==> src/rtl/bp_if_queue_pkg.sv <==
// Shared constants and types for the BP->IF decoupling queue.
package bp_if_queue_pkg;

  localparam int unsigned BPQ_ADDR_WIDTH = 32;
  localparam int unsigned BPQ_GHR_WIDTH  = 5;
  localparam int unsigned BPQ_DEPTH      = 4;
  localparam int unsigned BPQ_PTR_WIDTH  = 2;

  // Entry layout at the default widths; field order is the packing order.
  typedef struct packed {
    logic                      taken;
    logic [BPQ_GHR_WIDTH-1:0]  pht_index;
    logic [BPQ_ADDR_WIDTH-1:0] next_pc;
    logic [BPQ_ADDR_WIDTH-1:0] current_pc;
  } bpq_entry_t;

  function automatic bit is_pow2(input int unsigned v);
    return (v >= 2) && ((v & (v - 1)) == 0);
  endfunction

endpackage

==> src/rtl/bp_if_queue_if.sv <==
// Handshake bundle between branch prediction (master side) and the queue (slave side).
interface bp_if_queue_if
  import bp_if_queue_pkg::*;
#(
  parameter int unsigned ADDR_WIDTH = BPQ_ADDR_WIDTH,
  parameter int unsigned GHR_WIDTH  = BPQ_GHR_WIDTH,
  parameter int unsigned PTR_WIDTH  = BPQ_PTR_WIDTH
);

  logic                  flush;
  logic                  in_valid;
  logic                  in_ready;
  logic                  in_taken;
  logic [GHR_WIDTH-1:0]  in_pht_index;
  logic [ADDR_WIDTH-1:0] in_next_pc;
  logic [ADDR_WIDTH-1:0] in_current_pc;
  logic                  out_valid;
  logic                  out_ready;
  logic                  out_taken;
  logic [GHR_WIDTH-1:0]  out_pht_index;
  logic [ADDR_WIDTH-1:0] out_next_pc;
  logic [ADDR_WIDTH-1:0] out_current_pc;
  logic [PTR_WIDTH:0]    occupancy;

  modport master (
    output flush, in_valid, in_taken, in_pht_index, in_next_pc, in_current_pc, out_ready,
    input  in_ready, out_valid, out_taken, out_pht_index, out_next_pc, out_current_pc, occupancy
  );

  modport slave (
    input  flush, in_valid, in_taken, in_pht_index, in_next_pc, in_current_pc, out_ready,
    output in_ready, out_valid, out_taken, out_pht_index, out_next_pc, out_current_pc, occupancy
  );

endinterface

==> src/rtl/bp_if_queue_ring_ptr.sv <==
// Wrapping pointer for the queue ring; clear takes priority over increment.
module bp_if_queue_ring_ptr #(
  parameter int unsigned WIDTH = 2
) (
  input  logic             clk,
  input  logic             rst,
  input  logic             i_inc,
  input  logic             i_clr,
  output logic [WIDTH-1:0] o_ptr
);

  logic [WIDTH-1:0] r_ptr;

  always_ff @(posedge clk or negedge rst) begin
    if (!rst) begin
      r_ptr <= '0;
    end else if (i_clr) begin
      r_ptr <= '0;
    end else if (i_inc) begin
      r_ptr <= r_ptr + WIDTH'(1);
    end
  end

  assign o_ptr = r_ptr;

endmodule

==> src/rtl/bp_if_queue.sv <==
// DEPTH-entry FIFO decoupling branch prediction from instruction fetch.
// Status and head data are combinational views of registered state; no empty bypass.
module bp_if_queue
  import bp_if_queue_pkg::*;
#(
  parameter int unsigned ADDR_WIDTH = BPQ_ADDR_WIDTH,
  parameter int unsigned GHR_WIDTH  = BPQ_GHR_WIDTH,
  parameter int unsigned DEPTH      = BPQ_DEPTH,
  parameter int unsigned PTR_WIDTH  = BPQ_PTR_WIDTH
) (
  input logic          clk,
  input logic          rst,
  bp_if_queue_if.slave bus
);

  localparam int unsigned ENTRY_WIDTH = 1 + GHR_WIDTH + 2 * ADDR_WIDTH;
  localparam int unsigned CNT_WIDTH   = PTR_WIDTH + 1;

  if ((int'(PTR_WIDTH) != $clog2(DEPTH)) || !is_pow2(DEPTH)) begin : g_param_check
    $error("bp_if_queue: DEPTH must be a power of two >= 2 and PTR_WIDTH must equal $clog2(DEPTH)");
  end

  logic [ENTRY_WIDTH-1:0] r_mem [DEPTH];
  logic [CNT_WIDTH-1:0]   r_count;
  logic [PTR_WIDTH-1:0]   w_wr_ptr;
  logic [PTR_WIDTH-1:0]   w_rd_ptr;
  logic [ENTRY_WIDTH-1:0] w_head;
  logic                   w_full;
  logic                   w_empty;
  logic                   w_push;
  logic                   w_pop;

  assign w_full  = (r_count == CNT_WIDTH'(DEPTH));
  assign w_empty = (r_count == '0);

  // A full queue refuses a push even when the head is popped in the same cycle.
  assign w_push = bus.in_valid & ~w_full & ~bus.flush;
  assign w_pop  = ~w_empty & bus.out_ready & ~bus.flush;

  bp_if_queue_ring_ptr #(.WIDTH(PTR_WIDTH)) u_wr_ptr (
    .clk   (clk),
    .rst   (rst),
    .i_inc (w_push),
    .i_clr (bus.flush),
    .o_ptr (w_wr_ptr)
  );

  bp_if_queue_ring_ptr #(.WIDTH(PTR_WIDTH)) u_rd_ptr (
    .clk   (clk),
    .rst   (rst),
    .i_inc (w_pop),
    .i_clr (bus.flush),
    .o_ptr (w_rd_ptr)
  );

  always_ff @(posedge clk or negedge rst) begin
    if (!rst) begin
      r_count <= '0;
    end else if (bus.flush) begin
      r_count <= '0;
    end else if (w_push && !w_pop) begin
      r_count <= r_count + CNT_WIDTH'(1);
    end else if (w_pop && !w_push) begin
      r_count <= r_count - CNT_WIDTH'(1);
    end
  end

  // Storage survives a flush; only the pointers and count are cleared.
  always_ff @(posedge clk or negedge rst) begin
    if (!rst) begin
      for (int i = 0; i < int'(DEPTH); i++) begin
        r_mem[i] <= '0;
      end
    end else if (w_push) begin
      r_mem[w_wr_ptr] <= {bus.in_taken, bus.in_pht_index, bus.in_next_pc, bus.in_current_pc};
    end
  end

  assign w_head = r_mem[w_rd_ptr];

  assign bus.in_ready  = ~w_full;
  assign bus.out_valid = ~w_empty;
  assign bus.occupancy = r_count;
  assign {bus.out_taken, bus.out_pht_index, bus.out_next_pc, bus.out_current_pc} = w_head;

endmodule
==> src/flat_wrapper.sv <==
// flat-port wrapper written by rule: the top's interface ports become plain ports
module bp_if_queue_flat import bp_if_queue_pkg::*;
#(
  parameter int unsigned ADDR_WIDTH = BPQ_ADDR_WIDTH,
  parameter int unsigned GHR_WIDTH  = BPQ_GHR_WIDTH,
  parameter int unsigned DEPTH      = BPQ_DEPTH,
  parameter int unsigned PTR_WIDTH  = BPQ_PTR_WIDTH
)
  (clk, rst, bus_flush, bus_in_valid, bus_in_taken, bus_in_pht_index, bus_in_next_pc, bus_in_current_pc, bus_out_ready, bus_in_ready, bus_out_valid, bus_out_taken, bus_out_pht_index, bus_out_next_pc, bus_out_current_pc, bus_occupancy);
  bp_if_queue_if #(.ADDR_WIDTH(ADDR_WIDTH), .GHR_WIDTH(GHR_WIDTH), .PTR_WIDTH(PTR_WIDTH)) bus_i ();
  input logic clk;
  input logic rst;
  input wire logic [$bits(bus_i.flush)-1:0] bus_flush;
  input wire logic [$bits(bus_i.in_valid)-1:0] bus_in_valid;
  input wire logic [$bits(bus_i.in_taken)-1:0] bus_in_taken;
  input wire logic [$bits(bus_i.in_pht_index)-1:0] bus_in_pht_index;
  input wire logic [$bits(bus_i.in_next_pc)-1:0] bus_in_next_pc;
  input wire logic [$bits(bus_i.in_current_pc)-1:0] bus_in_current_pc;
  input wire logic [$bits(bus_i.out_ready)-1:0] bus_out_ready;
  output wire logic [$bits(bus_i.in_ready)-1:0] bus_in_ready;
  output wire logic [$bits(bus_i.out_valid)-1:0] bus_out_valid;
  output wire logic [$bits(bus_i.out_taken)-1:0] bus_out_taken;
  output wire logic [$bits(bus_i.out_pht_index)-1:0] bus_out_pht_index;
  output wire logic [$bits(bus_i.out_next_pc)-1:0] bus_out_next_pc;
  output wire logic [$bits(bus_i.out_current_pc)-1:0] bus_out_current_pc;
  output wire logic [$bits(bus_i.occupancy)-1:0] bus_occupancy;
  assign bus_i.flush = bus_flush;
  assign bus_i.in_valid = bus_in_valid;
  assign bus_i.in_taken = bus_in_taken;
  assign bus_i.in_pht_index = bus_in_pht_index;
  assign bus_i.in_next_pc = bus_in_next_pc;
  assign bus_i.in_current_pc = bus_in_current_pc;
  assign bus_i.out_ready = bus_out_ready;
  assign bus_in_ready = bus_i.in_ready;
  assign bus_out_valid = bus_i.out_valid;
  assign bus_out_taken = bus_i.out_taken;
  assign bus_out_pht_index = bus_i.out_pht_index;
  assign bus_out_next_pc = bus_i.out_next_pc;
  assign bus_out_current_pc = bus_i.out_current_pc;
  assign bus_occupancy = bus_i.occupancy;
  bp_if_queue #(.ADDR_WIDTH(ADDR_WIDTH), .GHR_WIDTH(GHR_WIDTH), .DEPTH(DEPTH), .PTR_WIDTH(PTR_WIDTH)) u_core (.clk(clk), .rst(rst), .bus(bus_i));
endmodule
==> config.mk <==
export PLATFORM = sky130hd
export DESIGN_NAME = bp_if_queue_flat
export DESIGN_NICKNAME = d
export VERILOG_FILES = /design/src/rtl/bp_if_queue_pkg.sv /design/src/rtl/bp_if_queue_if.sv /design/src/rtl/bp_if_queue_ring_ptr.sv /design/src/rtl/bp_if_queue.sv /design/src/flat_wrapper.sv
export SDC_FILE = /design/constraint.sdc
export NUM_CORES = 1
export LEC_CHECK = 0
export CORE_MARGIN = 2
export CORE_UTILIZATION = 40
export CTS_BUF_LIST = sky130_fd_sc_hd__clkbuf_16
export DETAILED_ROUTE_END_ITERATION = 8
export RECOVER_POWER = 50
export SLEW_MARGIN = 20
export SYNTH_ARGS = -nofsm -noshare
export SYNTH_HDL_FRONTEND = slang
export SYNTH_SLANG_ARGS = --single-unit
==> constraint.sdc <==
create_clock -name clk -period 2.1 [get_ports clk]
set_clock_uncertainty 0.15 [all_clocks]
set_input_delay 0.21 -clock clk [delete_from_list [all_inputs] [get_ports clk]]
set_output_delay 0.21 -clock clk [all_outputs]
set_load 0.01 [all_outputs]
==> results.json <==
{
  "cts_made_buffers": 31,
  "r2r_cells": 7,
  "p_sw_share_pct": 28.5,
  "grt_pass1_wl_um": 45500,
  "die_height_um": 184,
  "drive_above_1_share_pct": 57.2,
  "finalPower_mw": 24.7,
  "drv_cap": 0,
  "tns_ps": -16870,
  "seqPwrFrac_pct": 36.9,
  "worst_path_max_delay_cell": "dfrtp_4",
  "slew_headroom_pct": 4.88,
  "cpLargestDelayFamily": "buffers and inverters",
  "rows": 65,
  "vias": 7165,
  "max_stage_delay_ps": 510,
  "vias_per_cell": 5.22,
  "min_to": "u_core.r_mem[116]",
  "synthesis.area_um2": 12900,
  "routedWlPerCell_um": 20.5,
  "wl_um": 28100,
  "yosysSeqAreaShare_pct": 55.7,
  "fin_crit_sh_pct": 116,
  "grt.total_usage_pct": 17.2,
  "hold_viol_final": 0,
  "initial_core_util_pct": 40.7,
  "fin_util_pct": 52.1,
  "ys_types": 34,
  "htreeDepth": 1,
  "slew_violations": 0,
  "synthesis.nets": 820,
  "synthToLayoutAreaGrowth_pct": 27.8,
  "dieArea_um2": 33700,
  "hold_path_class": "in -> reg",
  "finalSetupViolCount": 71,
  "p_clk_share_pct": 20.8,
  "setup_ws_ps": -333,
  "yosys_warnings": 0,
  "crit-reg2reg-launch": "u_core.bus.occupancy[1]",
  "drc": 0,
  "clk-insertion-delay-late_ps": 560,
  "internal_power_mw": 17.6,
  "whs_ps": 196,
  "p_leak_nw": 7.34,
  "fin_crit_ps": 2430,
  "critPathCaptureType": "output port",
  "rsz0062_at_grt": "true",
  "syn_area_per_cell_um2": 17.4,
  "cts_tree": "done",
  "hold_start": "bus_in_next_pc[14]",
  "max_slew.worst_pin.slew_ps": 1430,
  "grt_max_degree": 53,
  "cp_num_buf_inv": 4,
  "path_cells": "buf_8 > buf_12 > buf_4 > mux4_2 > buf_6",
  "dieWidth_um": 184,
  "status": "finished, violations left",
  "place_congestion": 0.703,
  "cts_root_buf": "clkbuf_16",
  "power_switching_mw": 7.02,
  "violations": "negative setup slack",
  "pwr-share-comb_pct": 42.4,
  "startpoint_type": "register",
  "cts.path.max_buffers": 3,
  "numPortBuffers": 149,
  "cp.arrival_ps": 2070,
  "grt-ovfl-total": 0,
  "peakVddDrop_uv": 784,
  "synth_cells": 740,
  "reg2reg_slack_ps": -70,
  "fmax_mhz": 411,
  "powerDensity_nw_per_um2": 1500,
  "drtIter0Drc": 340,
  "ys_ff_latch": 287,
  "hpwlAfterDp_um": 17700,
  "firstDrtPassIters": 4,
  "crit_path_max_fanout": 6,
  "io_pins": 150,
  "postRouteAntennaNets": 0,
  "cts_sinks": 287,
  "cts.clk_slew.worst_paths_ps": 60,
  "place_ws_ps": -151,
  "nets": 1023,
  "r2r_end": "u_core.bus.occupancy[2]",
  "core_area_um2": 31600,
  "worst_hold_path.num_cells": 2,
  "grt_pass1_vias": 7847,
  "critPathRequiredTime_ps": 1740,
  "antenna_found_initial": 1,
  "critPathKind": "reg -> out"
}
==> synthesized netlist by cell type <==
master	number	share of area [%]
a211o_1	1	0.068
a21bo_2	1	0.078
a21oi_1	2	0.078
a311oi_1	1	0.068
and3_1	1	0.049
and3_4	1	0.087
buf_2	31	1.2
buf_4	3	0.17
buf_6	1	0.087
buf_8	8	0.93
clkbuf_1	9	0.26
dfrtp_1	287	56
fa_1	1	0.16
ha_1	4	0.39
inv_1	6	0.17
inv_2	1	0.029
mux2_2	211	18
mux2_4	70	8.2
mux2i_1	2	0.16
mux4_2	70	12
nand3_1	5	0.19
nand3b_1	2	0.12
nor2_1	7	0.20
nor2b_1	1	0.049
nor3b_4	1	0.15
nor4bb_1	1	0.078
o211a_1	1	0.078
o211ai_1	1	0.058
o21ai_0	3	0.12
o311a_1	1	0.078
o311ai_0	1	0.068
o31ai_1	2	0.12
or3_1	1	0.049
xor2_1	2	0.14
==> cells in the final DEF, fill, tap and decap left out, types with 7 or more instances in the layout <==
master / n
clkdlybuf4s50_1: 73
buf_12: 23
mux2_2: 211
buf_6: 68
nor2_1: 7
buf_4: 28
clkbuf_16: 31
inv_1: 15
clkinv_2: 8
mux2_4: 70
dfrtp_1: 285
buf_2: 13
mux4_2: 70
==> through the flow <==
stage | cell area (um^2) | std cells
final | 16500 | 1372
after global routing | 16500 | 1370
after CTS | 16500 | 1365
after detailed placement | 15200 | 1284
after global placement | 15200 | 1284
after floorplan | 12900 | 740
==> worst max-delay path by stage <==
stage / end / startpoint / cells past startpoint / slack (ps)
after CTS: bus_out_current_pc[30] / u_core.u_rd_ptr.o_ptr[0] / 5 / -380
after global routing: bus_out_current_pc[28] / u_core.u_rd_ptr.o_ptr[0] / 5 / -390
after global placement: u_core.bus.occupancy[2] / bus_in_valid / 7 / -110
after detailed placement: u_core.bus.occupancy[2] / bus_in_valid / 7 / -150
final: bus_out_current_pc[24] / u_core.u_rd_ptr.o_ptr[0] / 5 / -330
after floorplan: u_core.bus.occupancy[2] / u_core.bus.occupancy[0] / 8 / -120
==> cells by family (layout without fill, tap and decap cells) <==
kind of cell | after synthesis | in the layout | synth area share (%)
other | 0 | 2 | 0
adder cells (fa/ha/maj) | 5 | 5 | 0.544
AO/OA/AOI/OAI | 14 | 14 | 0.806
multiplexers | 353 | 353 | 39.0
XOR/XNOR | 2 | 2 | 0.136
flip-flops | 287 | 287 | 55.7
buffers and inverters | 59 | 287 | 2.86
AND/OR/NAND/NOR | 20 | 20 | 0.971
==> metal layers <==
| metal | global-route usage, % | up-vias | wire length (um) |
|---|---|---|---|
| met5 | 0 | - | 0 |
| met4 | 2.98 | 0 | 438 |
| met3 | 3.49 | 27 | 1300 |
| met2 | 27.8 | 131 | 13500 |
| met1 | 24.3 | 3809 | 12900 |
| li1 | - | 3198 | - |
==> sequential cells by signal (all words and copies together), names as in the netlist <==
signal                 count
u_core.r_mem             280
u_core.u_rd_ptr.o_ptr      2
u_core.u_wr_ptr.o_ptr      2
u_core.bus.occupancy       3
==> power by group through the flow <==
stage	combinational [mW]	sequential (mW)	clock, mW
finish	10.4	9.10	5.12
global route	11.2	9.40	5.51
CTS	10.5	9.10	5.28
detailed placement	9.74	9.21	0
global placement	9.65	9.17	0
floorplan	6.03	8.72	0
==> repair_timing <==
action	CTS	global route
pin swaps	2	4
resized for setup	376	20
hold buffers	1	0
setup endpoints to repair	75	73
buffers inserted	21	9
gates cloned	3	0
endpoints found under the hold margin	287	0
==> cell type report <==
| cell class | count | area, um^2 |
|---|---|---|
| Antenna cell | 2 | 5.00 |
| Clock buffer | 31 | 776 |
| Clock inverter | 27 | 180 |
| Fill cell | 2614 | 15200 |
| Inverter | 7 | 26.3 |
| Multi-Input combinational cell | 394 | 5390 |
| Sequential cell | 287 | 7190 |
| Tap cell | 402 | 503 |
| Timing Repair Buffer | 222 | 2410 |
Note: power is estimated with default switching activity, not from simulation.
==> edit, RTL diff (same flow settings) <==
Change the package constant `BPQ_ADDR_WIDTH` from 32 to 24.
--- a/src/rtl/bp_if_queue_pkg.sv
+++ b/src/rtl/bp_if_queue_pkg.sv
@@ -1,7 +1,7 @@
 // Shared constants and types for the BP->IF decoupling queue.
 package bp_if_queue_pkg;
 
-  localparam int unsigned BPQ_ADDR_WIDTH = 32;
+  localparam int unsigned BPQ_ADDR_WIDTH = 24;
   localparam int unsigned BPQ_GHR_WIDTH  = 5;
   localparam int unsigned BPQ_DEPTH      = 4;
   localparam int unsigned BPQ_PTR_WIDTH  = 2;
Ports: changed (resized bus_in_current_pc, bus_in_next_pc, bus_out_current_pc and bus_out_next_pc); port bits go from 150 to 118. The function was not compared with the original's and may differ.
==> edit against the original RTL <==
The flow finishes with violations (capacitance limit, slew limit, setup timing). Sequential share of layout area barely moved. Synthesized cell count shrank 21%. Synthesized area is 21% lower. Sequential cell count decreased by 64. Register-to-register slack worse by 40 ps. Die area decreased by 21%. Setup slack gained 110 ps. Wire length down 20%. Core utilization is 1.1 points lower. Power fell by 24%. Cell count is 21% lower. Final area is 22% lower. Fmax grew 4.6%. Critical path type unchanged. Critical endpoint is now bus_out_current_pc[3]. Largest power group unchanged.
==> edit: results (changes against the original RTL) <==
| Metric | Value |
|---|---|
| Post-synth cell types | 36 (+5.9%) |
| Worst Path Arrival | 1970 ps (-100 ps) |
| Synth top area cells | dfrtp_1, mux2_1, mux4_2 |
| Fraction of synthesized cell area in xor and xnor cells | 0.172% (+0.036 points) |
| Maximum vdd drop | 0.751 mV (-4.2%) |
| CTS Buf Count | 26 (-16%) |
| Post-Place Setup Slack | -160 ps (-8.76 ps) |
| CP max FO | 8 (+2) |
| Max_slew headroom | -10.9% (-16 points) |
| Mapped Nets | 647 (-21%) |
| Setup-failing EPs final | 56 (-21%) |
| Seq/Total Area, Yosys | 54.8% (-0.91 points) |
| Clk_lat worst skew | 510 ps (-50 ps) |
| Dpl hpwl | 14300 µm (-19%) |
| Post-synthesis mux area share | 38.0% (-0.99 points) |
| Pleak | 5.93 nW (-19%) |
| Status | finished, violations left |
| Setup Fix Bufs, Post-CTS | 19 (-9.5%) |
| WHS | 220 ps (+23.6 ps) |
| Synth cell count leaders | dfrtp_1, mux2_1, mux4_2, mux2_4 |
| Pin count of the biggest net entering global routing | 61 (+15%) |
| Root buffer cell | clkbuf_16 |
| Layout cell share with drive strength beyond 1 | 35.6% (-22 points) |
| Post-synthesis adder-cell area fraction | 0.688% (+0.14 points) |
| IO buf count | 117 (-21%) |
| Post_cts resized | 281 (-25%) |
| Compound-cell area share of the yosys netlist | 1.02% (+0.21 points) |
| Pins Over Slew Limit | 59 (+59) |
| Placed Cells | 1023 (-20%) |
| Initial antenna violation count | 2 (+1) |
| Iter 0 DRT Violations | 275 (-19%) |
| Via count of the first global-routing pass | 6620 (-16%) |
| Vias/cell | 5.21 (-0.15%) |
| First-pass GRT wire length | 36700 µm (-19%) |
| Final setup margin | -227 ps (+106 ps) |
| Final net count | 803 (-22%) |
| Synth Area per Inst | 17.5 µm² (+0.27%) |
| Critical Path Sink | bus_out_current_pc[3] |
| Placed cell area | 0.0119 mm² (-22%) |
| R2r setup slk | -110 ps (-40 ps) |
| Max reg flops | 216 (-23%) |
| GPL Wtd Cong | 0.703 (about the same) |
| Drt wl/cell | 20.6 µm (+0.68%) |
| Total track usage | 17.6% (+0.45 points) |
| Max_cap viols | 1 (+1) |
| Failing checks | capacitance limit, slew limit, setup timing |
| Final TNS setup | -9540 ps (+7340 ps) |
| Worst reg2reg startpoint | u_core.bus.occupancy[0]$_DFFE_PN0P_ |
==> edit: changes by cell type after synthesis, sizes merged <==
cell and delta:
buf -7, and3 -1, mux4 -16, dfrtp -64, clkbuf -6, mux2 -64, nand3 +1
==> edit: worst min-delay path by stage <==
| stage | start | to | cells past startpoint |
|---|---|---|---|
| floorplan | rst | u_core.bus.occupancy[0]$_DFFE_PN0P_ | 0 |
| finish | bus_in_current_pc[1] | u_core.r_mem[1]$_DFFE_PN0P_ | 2 |
| detailed placement | rst | u_core.r_mem[124]$_DFFE_PN0P_ | 1 |
| global placement | rst | u_core.r_mem[178]$_DFFE_PN0P_ | 1 |
| global route | bus_in_current_pc[5] | u_core.r_mem[113]$_DFFE_PN0P_ | 2 |
| CTS | rst | u_core.r_mem[70]$_DFFE_PN0P_ | 2 |
==> edit: area by class of cell <==
type	instances	area [µm²]
Antenna cell	2	5.00
Clock buffer	27	676
Clock inverter	20	109
Fill cell	2100	12300
Inverter	7	28.8
Multi-Input combinational cell	314	4230
Sequential cell	223	5590
Tap cell	330	413
Timing Repair Buffer	167	1750
==> edit: metal layers <==
layer	global-route usage, %	vias up	wire, µm
met5	0	-	0
met4	4.59	0	418
met3	4.04	28	1120
met2	30.1	117	11500
met1	22.7	3046	9440
li1	-	2493	-
==> edit: critical path, stage by stage (launching register included) <==
cell,delay (ps)
dfrtp_4,520
buf_12,160
buf_8,110
mux4_2,510
buf_6,150
==> edit: kinds of logic after synthesis <==
logic type	count (synthesis)
AO/OA/AOI/OAI	14
XOR/XNOR	2
adder cells (fa/ha/maj)	5
buffers and inverters	46
flip-flops	223
multiplexers	273
AND/OR/NAND/NOR	20
==> edit: power breakdown <==
group          switching, W  internal (W)
clock network       0.00168       0.00242
logic               0.00286       0.00477
registers          0.000977       0.00615
total               0.00552        0.0133
